$ cat src/rtl/bm_mac_pipe_if.sv
// Operand and result bundle for the block-minifloat MAC pipe.
// The slave side is the MAC engine. The master side is the operand-fetch
// stage, which also consumes the frame results.
interface bm_mac_pipe_if #(
  parameter int MAN_W = 5,
  parameter int EXP_W = 2,
  parameter int ACC_W = 24
);
  logic             in_valid;
  logic             in_first;
  logic             in_last;
  logic             sign_a;
  logic             sign_b;
  logic             denorm_a;
  logic             denorm_b;
  logic [EXP_W-1:0] exp_a;
  logic [EXP_W-1:0] exp_b;
  logic [MAN_W-1:0] man_a;
  logic [MAN_W-1:0] man_b;
  logic             out_valid;
  logic [ACC_W-1:0] res;
  logic             ovf;

  modport master (
    output in_valid, in_first, in_last, sign_a, sign_b, denorm_a, denorm_b,
           exp_a, exp_b, man_a, man_b,
    input  out_valid, res, ovf
  );

  modport slave (
    input  in_valid, in_first, in_last, sign_a, sign_b, denorm_a, denorm_b,
           exp_a, exp_b, man_a, man_b,
    output out_valid, res, ovf
  );
endinterface

$ cat src/rtl/bm_mac_pipe.sv
// Pipelined block-minifloat multiply-accumulate engine.
// The pipe has four stages: S1 operand register, S2 multiply,
// S3 shift and sign, S4 saturating accumulate. A fifth register publishes
// each completed frame sum. The pipe has no backpressure and accepts one
// element per cycle.
module bm_mac_pipe #(
  parameter int MAN_W = 5,
  parameter int EXP_W = 2,
  parameter int ACC_W = 24
) (
  input  logic           clk,
  input  logic           rst,
  bm_mac_pipe_if.slave   bus
);
  localparam int SIG_W  = MAN_W + 1;
  localparam int MUL_W  = 2 * SIG_W;
  localparam int ES_W   = EXP_W + 1;
  localparam int PROD_W = MUL_W + 2 * (2 ** EXP_W - 1);

  localparam logic [ACC_W-1:0] ACC_MAX = {1'b0, {(ACC_W-1){1'b1}}};
  localparam logic [ACC_W-1:0] ACC_MIN = {1'b1, {(ACC_W-1){1'b0}}};

  // ---------------- S1: registered operands ----------------
  logic             s1_valid, s1_first, s1_last, s1_sign;
  logic [SIG_W-1:0] s1_sig_a, s1_sig_b;
  logic [ES_W-1:0]  s1_esum;

  // Capture operands; the hidden bit is the inverse of the denorm flag
  always_ff @(posedge clk or posedge rst) begin
    if (rst) begin
      s1_valid <= 1'b0;
      s1_first <= 1'b0;
      s1_last  <= 1'b0;
      s1_sign  <= 1'b0;
      s1_sig_a <= '0;
      s1_sig_b <= '0;
      s1_esum  <= '0;
    end else begin
      s1_valid <= bus.in_valid;
      s1_first <= bus.in_valid & bus.in_first;
      s1_last  <= bus.in_valid & bus.in_last;
      s1_sign  <= bus.sign_a ^ bus.sign_b;
      s1_sig_a <= {~bus.denorm_a, bus.man_a};
      s1_sig_b <= {~bus.denorm_b, bus.man_b};
      s1_esum  <= ES_W'(bus.exp_a) + ES_W'(bus.exp_b);
    end
  end

  // ---------------- S2: unsigned significand product ----------------
  logic             s2_valid, s2_first, s2_last, s2_sign;
  logic [MUL_W-1:0] s2_mag;
  logic [ES_W-1:0]  s2_esum;

  // Multiply significands; the exponent sum rides along for S3
  always_ff @(posedge clk or posedge rst) begin
    if (rst) begin
      s2_valid <= 1'b0;
      s2_first <= 1'b0;
      s2_last  <= 1'b0;
      s2_sign  <= 1'b0;
      s2_mag   <= '0;
      s2_esum  <= '0;
    end else begin
      s2_valid <= s1_valid;
      s2_first <= s1_first;
      s2_last  <= s1_last;
      s2_sign  <= s1_sign;
      s2_mag   <= MUL_W'(s1_sig_a) * MUL_W'(s1_sig_b);
      s2_esum  <= s1_esum;
    end
  end

  // ---------------- S3: align and convert to signed ----------------
  logic [PROD_W-1:0] s2_shift;
  logic [ACC_W-1:0]  s2_ext;
  logic              s2_neg;

  // Shift by the exponent sum. Only a non-zero magnitude is negated, so
  // a zero product is always +0.
  always_comb begin
    s2_shift = PROD_W'(s2_mag) << s2_esum;
    s2_ext   = ACC_W'(s2_shift);
    s2_neg   = s2_sign && (s2_shift != '0);
  end

  logic             s3_valid, s3_first, s3_last;
  logic [ACC_W-1:0] s3_prod;

  // Register the signed product
  always_ff @(posedge clk or posedge rst) begin
    if (rst) begin
      s3_valid <= 1'b0;
      s3_first <= 1'b0;
      s3_last  <= 1'b0;
      s3_prod  <= '0;
    end else begin
      s3_valid <= s2_valid;
      s3_first <= s2_first;
      s3_last  <= s2_last;
      s3_prod  <= s2_neg ? -s2_ext : s2_ext;
    end
  end

  // ---------------- S4: saturating accumulate ----------------
  logic [ACC_W-1:0] acc, acc_base, acc_new;
  logic [ACC_W:0]   acc_sum;
  logic             acc_sat;
  logic             ovf_sticky;
  logic             emit_pend;

  // A frame-opening element starts from zero, which discards any open
  // frame. A one-bit guard extension detects overflow.
  always_comb begin
    acc_base = s3_first ? '0 : acc;
    acc_sum  = {acc_base[ACC_W-1], acc_base} + {s3_prod[ACC_W-1], s3_prod};
    acc_sat  = acc_sum[ACC_W] != acc_sum[ACC_W-1];
    acc_new  = acc_sat ? (acc_sum[ACC_W] ? ACC_MIN : ACC_MAX)
                       : acc_sum[ACC_W-1:0];
  end

  // Update the accumulator and sticky flag for valid elements only; bubbles hold
  always_ff @(posedge clk or posedge rst) begin
    if (rst) begin
      acc        <= '0;
      ovf_sticky <= 1'b0;
      emit_pend  <= 1'b0;
    end else begin
      emit_pend <= s3_valid & s3_last;
      if (s3_valid) begin
        acc        <= acc_new;
        ovf_sticky <= acc_sat | (~s3_first & ovf_sticky);
      end
    end
  end

  // ---------------- Result publication ----------------
  logic             out_valid_reg;
  logic [ACC_W-1:0] res_reg;
  logic             ovf_reg;

  // Publish the closed frame one edge after its last element accumulates.
  // res and ovf hold their values between emissions.
  always_ff @(posedge clk or posedge rst) begin
    if (rst) begin
      out_valid_reg <= 1'b0;
      res_reg       <= '0;
      ovf_reg       <= 1'b0;
    end else begin
      out_valid_reg <= emit_pend;
      if (emit_pend) begin
        res_reg <= acc;
        ovf_reg <= ovf_sticky;
      end
    end
  end

  assign bus.out_valid = out_valid_reg;
  assign bus.res       = res_reg;
  assign bus.ovf       = ovf_reg;

endmodule

$ cat src/flat_wrapper.sv
// flat-port wrapper written by rule: the top's interface ports become plain ports
module bm_mac_pipe_flat 
#(
  parameter int MAN_W = 5,
  parameter int EXP_W = 2,
  parameter int ACC_W = 24
)
  (clk, rst, bus_in_valid, bus_in_first, bus_in_last, bus_sign_a, bus_sign_b, bus_denorm_a, bus_denorm_b, bus_exp_a, bus_exp_b, bus_man_a, bus_man_b, bus_out_valid, bus_res, bus_ovf);
  bm_mac_pipe_if #(.MAN_W(MAN_W), .EXP_W(EXP_W), .ACC_W(ACC_W)) bus_i ();
  input  logic clk;
  input  logic rst;
  input wire logic [$bits(bus_i.in_valid)-1:0] bus_in_valid;
  input wire logic [$bits(bus_i.in_first)-1:0] bus_in_first;
  input wire logic [$bits(bus_i.in_last)-1:0] bus_in_last;
  input wire logic [$bits(bus_i.sign_a)-1:0] bus_sign_a;
  input wire logic [$bits(bus_i.sign_b)-1:0] bus_sign_b;
  input wire logic [$bits(bus_i.denorm_a)-1:0] bus_denorm_a;
  input wire logic [$bits(bus_i.denorm_b)-1:0] bus_denorm_b;
  input wire logic [$bits(bus_i.exp_a)-1:0] bus_exp_a;
  input wire logic [$bits(bus_i.exp_b)-1:0] bus_exp_b;
  input wire logic [$bits(bus_i.man_a)-1:0] bus_man_a;
  input wire logic [$bits(bus_i.man_b)-1:0] bus_man_b;
  output wire logic [$bits(bus_i.out_valid)-1:0] bus_out_valid;
  output wire logic [$bits(bus_i.res)-1:0] bus_res;
  output wire logic [$bits(bus_i.ovf)-1:0] bus_ovf;
  assign bus_i.in_valid = bus_in_valid;
  assign bus_i.in_first = bus_in_first;
  assign bus_i.in_last = bus_in_last;
  assign bus_i.sign_a = bus_sign_a;
  assign bus_i.sign_b = bus_sign_b;
  assign bus_i.denorm_a = bus_denorm_a;
  assign bus_i.denorm_b = bus_denorm_b;
  assign bus_i.exp_a = bus_exp_a;
  assign bus_i.exp_b = bus_exp_b;
  assign bus_i.man_a = bus_man_a;
  assign bus_i.man_b = bus_man_b;
  assign bus_out_valid = bus_i.out_valid;
  assign bus_res = bus_i.res;
  assign bus_ovf = bus_i.ovf;
  bm_mac_pipe #(.MAN_W(MAN_W), .EXP_W(EXP_W), .ACC_W(ACC_W)) u_core (.clk(clk), .rst(rst), .bus(bus_i));
endmodule
$ cat config.mk
export PLATFORM = sky130hd
export DESIGN_NAME = bm_mac_pipe_flat
export DESIGN_NICKNAME = d
export VERILOG_FILES = /design/src/rtl/bm_mac_pipe_if.sv /design/src/rtl/bm_mac_pipe.sv /design/src/flat_wrapper.sv
export SDC_FILE = /design/constraint.sdc
export NUM_CORES = 1
export LEC_CHECK = 0
export CORE_MARGIN = 4
export CORE_UTILIZATION = 41
export CTS_CLUSTER_SIZE = 12
export DETAILED_ROUTE_END_ITERATION = 8
export PLACE_DENSITY = 0.67
export SETUP_SLACK_MARGIN = 0.02
export SLEW_MARGIN = 20
export SYNTH_ARGS = -nofsm -noshare
export SYNTH_HDL_FRONTEND = slang
export SYNTH_SLANG_ARGS = --single-unit
$ cat constraint.sdc
create_clock -name clk -period 5.9 [get_ports clk]
set_input_delay 1.18 -clock clk [delete_from_list [all_inputs] [get_ports clk]]
set_output_delay 1.18 -clock clk [all_outputs]
set_load 0.005 [all_outputs]
# Word-level counts from Yosys, hierarchy flattened
# Index checks and enable logic that the tools add are counted.
[classes] add_sub_neg=3 multipliers=1 eq_ne=1 n_shift=1 n_mux=4 n_bitwise=9 n_reduce_logical=2
[op_table] cell="$mux W24" n=4
[op_table] cell="$add A24 B24 Y25" n=1
[op_table] cell="$neg A18 Y24" n=1
[op_table] cell="$reduce_bool A18 Y1" n=1
[op_table] cell="$shl A12 B3 Y18" n=1
[op_table] cell="$mul A6 B6 Y12" n=1
[op_table] cell="$and A1 B1 Y1" n=4
[op_table] cell="$add A2 B2 Y3" n=1
[op_table] cell="$not A1 Y1" n=3
[op_table] cell="$logic_and A1 B1 Y1" n=1
[op_table] cell="$ne A1 B1 Y1" n=1
[op_table] cell="$or A1 B1 Y1" n=1
[op_table] cell="$xor A1 B1 Y1" n=1
[word_totals] ff_bits=117 inputBits=23 out_inout_bits=26 word_cells=44

# Logic depth before layout (Yosys ltp)
[depth] word_depth=4 depth_mapped=16 depth_no_buf=16

# Least setup slack after synthesis
# Ideal clock, no wire load.
[synth_timing] kind="register to register" from="register u_core.s1_sig_b[5]" to="register u_core.s2_mag[11]" setup_time_ns=0.080 arrival_ns=3.432 required_time_ns=5.820 setup_slack_ns=2.388 stages_incl_launch_ff=15 n_path_buf=0 synth_period_minus_slack_ns=3.512 path_cell_list="dfrtp_1 > nand2_1 > fa_1 > fa_1 > fa_1 > inv_1 > ha_1 > nor2b_1 > o21ai_0 > a21boi_0 > o21a_1 > o21ai_0 > nand2b_1 > a21oi_1 > xnor2_1"
[synth_via] elab_chain_cells=1
[synth_rtl] element="from (decl)" line="bm_mac_pipe.sv:25" text="logic [SIG_W-1:0] s1_sig_a, s1_sig_b;"
[synth_rtl] element="from (signal assigned)" line="bm_mac_pipe.sv:44" text="s1_sig_b <= {~bus.denorm_b, bus.man_b};"
[synth_rtl] element="$mul A6 B6 Y12" line="bm_mac_pipe.sv:68" text="s2_mag <= MUL_W'(s1_sig_a) * MUL_W'(s1_sig_b);"
[synth_rtl] element="to (signal assigned)" line="bm_mac_pipe.sv:68"
[synth_rtl] element="to (decl)" line="bm_mac_pipe.sv:51" text="logic [MUL_W-1:0] s2_mag;"
# Every way passes these cells.
# A chain may end at the register's enable or synchronous reset.

# Worst setup path in the final report
[layout_timing] from="register u_core.s3_first" to="register u_core.acc[1]"
[layout_via] elab_chain_cells=4 word_cells_on_any_way=5 cone_classes="add/sub: 1; eq/ne: 1; mux: 3"
[layout_rtl] element="from (decl)" line="bm_mac_pipe.sv:86" text="logic s3_valid, s3_first, s3_last;"
[layout_rtl] element="from (signal assigned)" line="bm_mac_pipe.sv:98" text="s3_first <= s2_first;"
[layout_rtl] element="$mux W24 *" line="bm_mac_pipe.sv:114" text="acc_base = s3_first ? '0 : acc;"
[layout_rtl] element="$add A24 B24 Y25 *" line="bm_mac_pipe.sv:115" text="acc_sum = {acc_base[ACC_W-1], acc_base} + {s3_prod[ACC_W-1], s3_prod};"
[layout_rtl] element="$mux W24 / $ne A1 B1 Y1 (equally long branches)" line="bm_mac_pipe.sv:117, bm_mac_pipe.sv:116"
[layout_rtl] element="$mux W24 *" line="bm_mac_pipe.sv:117" text="acc_new = acc_sat ? (acc_sum[ACC_W] ? ACC_MIN : ACC_MAX)"
[layout_rtl] element="to (signal assigned)" line="bm_mac_pipe.sv:130" text="acc <= acc_new;"
[layout_rtl] element="to (decl)" line="bm_mac_pipe.sv:105" text="logic [ACC_W-1:0] acc, acc_base, acc_new;"
# Mark *: on every way between the ends. The rest lies on a longest branch, timed or not.

==> impl_results.md <==
* Clock transition at path regs at ~0.060 ns
* Initial DRC Count at between 300 and 400
* Layout Area Growth over Synthesis at 17.98%
* TritonCTS clock tree: done
* GP Congestion at 0.8982
* Root Driver: clkbuf_16
* Fillcell total at 1588
* Vias in the first global route at 5412
* Sw Pwr at 1738 uW
* DR vias at 5412
* Startpoint types: flip-flop
* Status: complete, no violations
* Hold EP: u_core.s2_esum[1]$_DFF_PP0_
* Hold Violations, Final at 0
* Die area at 20250 sq um
* Setup TNS at 0 ns
* Cts bufs inserted at 17
* CP startpoint: u_core.s3_first$_DFF_PP0_
* Main synth FF type: dfrtp_1
* Die Y at 142.3 microns
* Crit path DAT at 4.19 ns
* Drt first pass iters at 5
* Crit path max fanout at 15
* Worst R2R Setup Slack at between 2 and 2.5 ns
* Tcrit/Tclk final at approximately two thirds
* Max Cap Viol at 0
* Layout cells sized above 1 at 11.83%
* Total grt overflow at 0
* Avg Inst Size Synth at 10.16 sq um
* FF+latch area at 2929 sq um
* Hold Path Stages at 0
* Worst-Skew Late Latency at 0.42 ns
* ANT cells at 0
* Cell Rows at 48
* WP data required at approximately 6.2 ns
* Syn Nets at 816
* Hold buffers post-CTS at 0
* Reg2reg end: u_core.acc[1]$_DFFE_PP0P_
* #FFs+latches synth at 117
* Crit path kind: flip-flop to flip-flop
* Avg WL per Cell at 15.28 microns
* GRT Total Usage at 16.24%
* Initial antenna violation count at 0
* Syn Std Cell Area at 7396 sq um
* Die W at 142.3 microns
* # nets final at 861
* Pint at around 2800 uW
* Setup Viol. Count Final at 0
* HP Class: flip-flop to flip-flop
* Leakage at 0.003840 uW
* Io pins at 49
* Post_cts resized at 0
* Final wirelength at about 15000 microns
* # clock sinks at 117
* Worst Tran Pin Value at 0.9270 ns
* Core Region at 17480 sq um
* Multi-input gate area at 4184 sq um
* Reg2reg path depth at 11
* Initial Util at 42.32%
* RSZ-0062 raised after global routing: false
* Clk network pwr share at 24.0%
* Post-synth EDFFs at 0
* Min cycle time layout at 3.882 ns
* Worst vdd ir at 293.9 uV
* Post-route ant nets at 0
* IO buf count at 48
* Seq pwr share at 28.5%
* Reg2reg start: u_core.s3_first$_DFF_PP0_
* Fmax at 257.6 MHz
* Mapped Cells at 728
* H-tree Lvls at 4
* Final core utilization at around half
* First-pass GRT wire length at 26490 microns
* DP HPWL at roughly 11000 microns
* Comb pwr share at 47.5%
* DR vias/cell at between 5 and 6
* Slew Limit Fails at 0
* Unique masters post-synth at 70
* Remaining DRCs at 0
* Largest net degree at the start of global routing at 81
* Longest Clk Path Bufs at 2
* Synthesis Warnings at 0
* Setup Fix Bufs, Post-CTS at 0
* Min-delay src: u_core.s1_esum[1]$_DFF_PP0_
* Asr flop ratio synth at 100.0%
* Crit path capture type: flip-flop
* Clock skew after layout at 0.01285 ns
* Seq/Total Area, Yosys at 39.59%
* PwrDens at 519.0 nW/um^2
* Max-slew headroom at 38.20%
* Switching share of power at 38.38%
-- how the worst max path moves through the flow --
| stage | depth (start not counted) | to | slack [ns] |
|---|---|---|---|
| after floorplan | 1 | u_core.acc[0]$_DFFE_PP0P_ | 1.62 |
| after global placement | 11 | u_core.acc[1]$_DFFE_PP0P_ | 2.16 |
| after detailed placement | 11 | u_core.acc[1]$_DFFE_PP0P_ | 2.06 |
| after CTS | 11 | u_core.acc[1]$_DFFE_PP0P_ | 2.04 |
| after global routing | 11 | u_core.acc[1]$_DFFE_PP0P_ | 1.77 |
| final | 11 | u_core.acc[1]$_DFFE_PP0P_ | 2.02 |
-- metal layers --
layer	vias up	routed length (microns)	track usage [%]
li1	2678	-	-
met1	2629	6928	20.40
met2	91	7814	27.88
met3	14	522	3.999
met4	0	187	4.802
met5	-	0	0
-- cells in the mapped netlist, drive strengths merged (16+ instances only) --
master	number	area, sq um
ha	46	575.6
fa	19	380.4
mux2	29	326.6
nor2b	31	193.9
dfrtp	117	2928
o2bb2ai	16	140.1
buf	17	95.08
and2	25	156.4
nand2	58	217.7
nor2	43	161.4
inv	42	157.6
a21oi	51	255.2
o21ai	43	215.2
xnor2	28	245.2
-- area by class of cell --
class / count / share of cell area, %
multi-input cells: 540 / 47.95
flip-flops and latches: 117 / 33.57
repair buffers: 54 / 6.252
clock buffers: 19 / 5.191
well taps: 225 / 3.226
clock inverters: 13 / 1.936
inverters: 43 / 1.878
-- cells by family (layout without fill, tap and decap cells) --
logic type,count (synthesis),after routing,share of synthesized area [%]
AO/OA/AOI/OAI,189,189,17.04
XOR/XNOR,37,37,4.382
adder cells (fa/ha/maj),67,67,13.21
buffers and inverters,71,129,4.026
flip-flops,117,117,39.59
multiplexers,45,45,7.985
AND/OR/NAND/NOR,202,202,13.77
-- cells in the final DEF (no fill, tap or decap), types with 19 or more instances in the layout --
| cell | count |
|---|---|
| nor2b_1 | 31 |
| xnor2_1 | 27 |
| inv_1 | 37 |
| fa_1 | 19 |
| dfrtp_1 | 116 |
| and2_1 | 25 |
| nor2_1 | 43 |
| a21oi_1 | 51 |
| ha_1 | 46 |
| mux2_2 | 28 |
| o21ai_0 | 38 |
| nand2_1 | 58 |
| clkdlybuf4s50_1 | 48 |
-- per-stage QoR --
stage / hold WS [ns] / setup WS, ns / total power (uW) / area, sq um / std cells
finish: 0.3443 / 2.018 / 4529 / 8726 / 1011
global route: 0.3552 / 1.770 / 4894 / 8726 / 1011
CTS: 0.3478 / 2.040 / 4551 / 8697 / 1010
detailed placement: 0.3358 / 2.060 / 3436 / 8075 / 978
global placement: 0.3338 / 2.165 / 3419 / 8075 / 978
floorplan: 0.3312 / 1.619 / 2838 / 7396 / 728
-- worst max-delay path: stages (launching register included) --
cell and delay [ns]:
dfrtp_1 0.62, buf_4 0.29, nor2b_1 0.07, ha_1 0.35, a21oi_1 0.25, o21ai_0 0.19
or3b_1 0.42, o211ai_1 0.28, a31oi_2 0.37, buf_4 0.32, maj3_1 0.35, mux2_2 0.26
-- power by group through the flow --
stage / logic [uW] / registers, uW / clock network (uW)
floorplan: 1620 / 1220 / 0
global placement: 2120 / 1300 / 0
detailed placement: 2130 / 1300 / 0
CTS: 2150 / 1290 / 1110
global route: 2420 / 1330 / 1140
finish: 2150 / 1290 / 1090
(Power assumes the default switching activity.)
